===== src/rtl/pipe_scroller.sv =====
// rtl/pipe_scroller.sv - scrolls three flappy-bird pipes, recycles them with random gap heights, counts passes
module pipe_scroller #(
  parameter int unsigned TICK_DIV   = 500000,
  parameter int unsigned STEP_PX    = 2,
  parameter int unsigned PIPE_PITCH = 480,
  parameter int unsigned X_INIT0    = 1200,
  parameter int unsigned Y_INIT     = 300,
  parameter int unsigned Y_MIN      = 150,
  parameter int unsigned BIRD_X     = 320
) (
  input  logic        clk,
  input  logic        rst,
  input  logic        start,
  input  logic        is_over,
  output logic [11:0] pippos_x1,
  output logic [11:0] pippos_x2,
  output logic [11:0] pippos_x3,
  output logic [11:0] pippos_y1,
  output logic [11:0] pippos_y2,
  output logic [11:0] pippos_y3,
  output logic [7:0]  score,
  output logic        running
);

  localparam int DIV_W = $clog2(TICK_DIV);
  localparam logic [DIV_W-1:0] DIV_LAST = DIV_W'(TICK_DIV - 1);
  localparam logic [DIV_W-1:0] DIV_ONE  = DIV_W'(1);
  localparam logic [11:0] STEP     = 12'(STEP_PX);
  localparam logic [11:0] WRAP_ADD = 12'(3 * PIPE_PITCH - STEP_PX);
  localparam logic [11:0] X_I0     = 12'(X_INIT0);
  localparam logic [11:0] X_I1     = 12'(X_INIT0 + PIPE_PITCH);
  localparam logic [11:0] X_I2     = 12'(X_INIT0 + 2 * PIPE_PITCH);
  localparam logic [11:0] Y_I      = 12'(Y_INIT);
  localparam logic [11:0] Y_LO     = 12'(Y_MIN);
  localparam logic [11:0] BX       = 12'(BIRD_X);

  typedef enum logic [1:0] {S_IDLE, S_RUN, S_FREEZE} state_t;

  state_t           state, state_next;
  logic             launch, tick;
  logic [DIV_W-1:0] div;
  logic [15:0]      lfsr;
  logic [11:0]      px [3];
  logic [11:0]      py [3];
  logic [11:0]      nx [3];
  logic [11:0]      ny [3];
  logic [11:0]      stepped [3];
  logic             wrap [3];
  logic             pass [3];
  logic [1:0]       pass_cnt;
  logic [8:0]       score_sum;
  logic [7:0]       score_next;

  always_comb begin
    state_next = state;
    launch     = 1'b0;
    tick       = 1'b0;
    case (state)
      S_IDLE, S_FREEZE: begin
        if (start && !is_over) begin
          state_next = S_RUN;
          launch     = 1'b1;
        end
      end
      S_RUN: begin
        // game over beats a coincident tick: the final frame is the one before it
        if (is_over) state_next = S_FREEZE;
        else if (div == DIV_LAST) tick = 1'b1;
      end
      default: state_next = S_IDLE;
    endcase
  end

  always_comb begin
    for (int i = 0; i < 3; i++) begin
      wrap[i]    = px[i] < STEP;
      stepped[i] = px[i] - STEP;
      nx[i]      = wrap[i] ? px[i] + WRAP_ADD : stepped[i];
      ny[i]      = wrap[i] ? Y_LO + {4'b0, lfsr[7:0]} : py[i];
      pass[i]    = !wrap[i] && (px[i] >= BX) && (stepped[i] < BX);
    end
    pass_cnt   = 2'(pass[0]) + 2'(pass[1]) + 2'(pass[2]);
    score_sum  = 9'(score) + 9'(pass_cnt);
    score_next = score_sum[8] ? 8'hFF : score_sum[7:0];
  end

  always_ff @(posedge clk or posedge rst) begin
    if (rst) begin
      state   <= S_IDLE;
      running <= 1'b0;
      div     <= '0;
      lfsr    <= 16'hACE1;
      score   <= 8'd0;
      px[0]   <= X_I0;
      px[1]   <= X_I1;
      px[2]   <= X_I2;
      for (int i = 0; i < 3; i++) py[i] <= Y_I;
    end else begin
      state   <= state_next;
      running <= (state_next == S_RUN);
      lfsr    <= {lfsr[0] ^ lfsr[2] ^ lfsr[3] ^ lfsr[5], lfsr[15:1]};
      if (launch) begin
        div   <= '0;
        score <= 8'd0;
        px[0] <= X_I0;
        px[1] <= X_I1;
        px[2] <= X_I2;
        for (int i = 0; i < 3; i++) py[i] <= Y_I;
      end else if (state == S_RUN && !is_over) begin
        div <= tick ? '0 : div + DIV_ONE;
        if (tick) begin
          score <= score_next;
          for (int i = 0; i < 3; i++) begin
            px[i] <= nx[i];
            py[i] <= ny[i];
          end
        end
      end
    end
  end

  assign pippos_x1 = px[0];
  assign pippos_x2 = px[1];
  assign pippos_x3 = px[2];
  assign pippos_y1 = py[0];
  assign pippos_y2 = py[1];
  assign pippos_y3 = py[2];

endmodule

===== config.mk =====
export PLATFORM = sky130hd
export DESIGN_NAME = pipe_scroller
export DESIGN_NICKNAME = d
export VERILOG_FILES = /design/src/rtl/pipe_scroller.sv
export SDC_FILE = /design/constraint.sdc
export NUM_CORES = 1
export LEC_CHECK = 0
export BUFFER_PORTS_ARGS = -buffer_cell sky130_fd_sc_hd__buf_4
export CORE_ASPECT_RATIO = 1.25
export CORE_UTILIZATION = 45
export CTS_CLUSTER_SIZE = 12
export DETAILED_ROUTE_END_ITERATION = 16
export PLACE_DENSITY = 0.71
export REMOVE_ABC_BUFFERS = 1
export SLEW_MARGIN = 20
export SYNTH_ARGS = -nofsm -noshare
export SYNTH_HDL_FRONTEND = slang
export SYNTH_SLANG_ARGS = --single-unit

===== constraint.sdc =====
create_clock -name clk -period 6.5 [get_ports clk]
set_input_delay 0 -clock clk [delete_from_list [all_inputs] [get_ports clk]]
set_output_delay 0 -clock clk [all_outputs]
set_load 0.01 [all_outputs]

==> reports/metrics.yaml <==
global_routing:
  grt_antenna_before_repair: 0
  grt-ovfl-total: 0
  grtUsageTotal_pct: 22.1
  grt_max_degree: 62
  grt_pass1_vias: 4668
  grt_pass1_wl_mm: 22.7
clocking:
  insertion_delay_ns: 0.35
  cts_made_buffers: 9
  clockRootBuffer: "clkbuf_16"
  path_clk_slew_ns: 0.07
  cts_resized: 0
  htreeDepth: 3
  cts_tree: "yes"
  post_cts.repair.setup_buffers: 0
  postCtsHoldBufs: 3
  clk_path_buf_depth: 2
  clock-sinks: 106
timing:
  setup_viol_count_final: 0
  hold_viol: 0
  finClkSkew_ns: 0.00550
  max_freq_mhz: 249
  fin_tns_setup_ns: 0
  layout_setup_ws_ns: 2.48
  fin_crit_ns: 4.02
  slew_viol_final: 0
  worstMarginPinSlew_ns: 0.794
  rsz0062_at_grt: "false"
  post-route-period-util_pct: 61.8
  slew_headroom_pct: 46.6
placed_design:
  post-dp-hpwl_mm: 9.27
  pre_cts_ws_ns: 2.54
  port_buffers: 72
  gp_congestion: 0.828
floorplan:
  die_w_um: 102
  rows: 45
  ios: 85
  core_area_um2: 12200
  initial_core_util_pct: 46.3
  dieArea_um2: 13000
  die_y_um: 127
worst_hold_path:
  hold_path.class: "in -> async"
setup_path:
  end_kind: "flip-flop"
  worst_setup_path_start_kind: "flip-flop"
  crit_arrival_ns: 4.23
  cp_slowest_cell: "fa_1"
  worstSetupPathType: "reg -> reg"
  path_cells: "inv_1, ha_1, nor3b_1, nor3b_1, a21oi_1, a2111oi_0, o211ai_1, fa_1, inv_1, ha_1, fa_1, nand2_1, nor2_1, nor3_1, nor3_1"
  cp_slowest_stage_delay_ns: 0.52
  cp.required_ns: 6.72
  worstPathMaxFanout: 9
cells_and_area:
  fillCellCount: 1080
  syn_to_final_growth_pct: 17.5
  nets: 662
  layout-drive-gt1-share_pct: 22.8
  post-route-util_pct: 54.5
  diodes: 0
logic_synthesis:
  syn_inst: 587
  netlist_top_cells_count: "dfrtp_1 (74), o21ai_0 (45), nand2_1 (44)"
  synthTopCellsByArea: "dfrtp_1 (33%), dfstp_2 (15%), o21ai_0 (4.0%), nand2_1 (2.9%), mux2i_1 (2.8%)"
  synth_edf_count: 0
  post-synth-top-count-cell: "dfrtp_1"
  yosys.area.top_type_share_pct: 32.9
  ys_dominant_reg_cell: "dfrtp_1"
  syn_avg_cell_area_um2: 9.60
  synthArstFlopShare_pct: 100
  synth_area_um2: 5640
  yosysSeqAreaShare_pct: 47.8
  yosysWarnings: 0
  ys_types: 70
  ys_seq_elements: 106
  synth_top_area_cell: "dfrtp_1"
route:
  wl_per_cell_um: 16.7
  ant_nets: 0
  drcViolationCount: 0
  drt_first_pass_iters: 5
  drtIter0Drc: 286
  drt-total-wl_mm: 13.7
  viasPerCell: 5.80
  num_vias: 4745
power_and_ir_drop:
  ir_worst_vdd_uv: 99.5
  p_leak_nw: 2.87
  power.density_nw_per_um2: 201
  p_total_mw: 1.33
run_status:
  status: "finished, final reports clean"
job:
  cap_violations: 0
[state kept, by name (all words and copies together) (netlist names)]
register and count:
score 8, pippos_y1 9, div 19, pippos_y2 9
running 1, pippos_x3 11, state 2, pippos_y3 9
pippos_x2 11, lfsr 16, pippos_x1 11
[per-layer routing]
metal / up-vias / GRT usage (%) / routed length (µm)
li1: 2235 / - / -
met1: 2365 / 28.5 / 5710
met2: 127 / 37.3 / 7060
met3: 18 / 2.95 / 716
met4: 0 / 8.66 / 179
met5: - / 0 / 0
[area by class of cell]
| class | count | area (µm²) | share of cell area, % |
|---|---|---|---|
| clock buffer | 10 | 250 | 3.78 |
| clock inverter | 6 | 76.3 | 1.15 |
| inverter | 28 | 108 | 1.62 |
| multi-input combinational | 423 | 2680 | 40.4 |
| sequential | 106 | 2690 | 40.6 |
| tap | 164 | 205 | 3.10 |
| timing repair buffer | 81 | 616 | 9.29 |
[cells in the final DEF (no fill, tap or decap), drive strengths merged, types with 25 or more instances in the layout]
master,instances
buf,78
dfrtp,74
o21ai,47
nand2,44
nor2,42
dfstp,32
inv,31
nor3,30
a21oi,28
nand3,25
[through the flow]
stage / instance area, µm² / cells / hold slack (ns)
after CTS: 6620 / 818 / 0.288
after global routing: 6620 / 818 / 0.330
after detailed placement: 6270 / 799 / 0.102
after global placement: 6270 / 799 / 0.0895
final: 6620 / 818 / 0.268
after floorplan: 5470 / 557 / 0.108
[worst max-delay path: cells and delay by family, from the launching register on]
family	cells	cell delay, ns
compound gates	3	0.74
flops	1	0.42
simple gates	6	1.15
buf+inv	2	0.12
fa+ha+maj	4	1.44
[path summary, 6_finish.rpt]
path,startpoint,cells after the start,slack (ns),endpoint
min in group clk,lfsr[9]$_DFF_PP0_,0,0.35,lfsr[8]$_DFF_PP0_
worst min-delay path,rst,3,0.27,lfsr[14]$_DFF_PP0_
worst max register to register,pippos_x1[1]$_DFFE_PP0P_,15,2.48,score[2]$_DFFE_PP0P_
max in group asynchronous,rst,4,5.01,div[11]$_DFFE_PP0N_
worst min register to register,lfsr[9]$_DFF_PP0_,0,0.35,lfsr[8]$_DFF_PP0_
worst max-delay path,pippos_x1[1]$_DFFE_PP0P_,15,2.48,score[2]$_DFFE_PP0P_
[cells by family after synthesis]
family,share of synthesized area [%]
buffers and inverters,5.59
adders and majority gates,2.26
AOI/OAI and AO/OA,13.5
other,0.0665
DFF,47.8
xor gates and xnor gates,3.57
muxes,3.04
and+or+nand+nor,24.2
[power breakdown]
group / internal (mW) / total [mW] / switching (mW)
Combinational: 0.0167 / 0.0627 / 0.0460
Sequential: 0.667 / 0.675 / 0.00764
Clock: 0.329 / 0.592 / 0.262
Power figures use the tool's default switching activity.
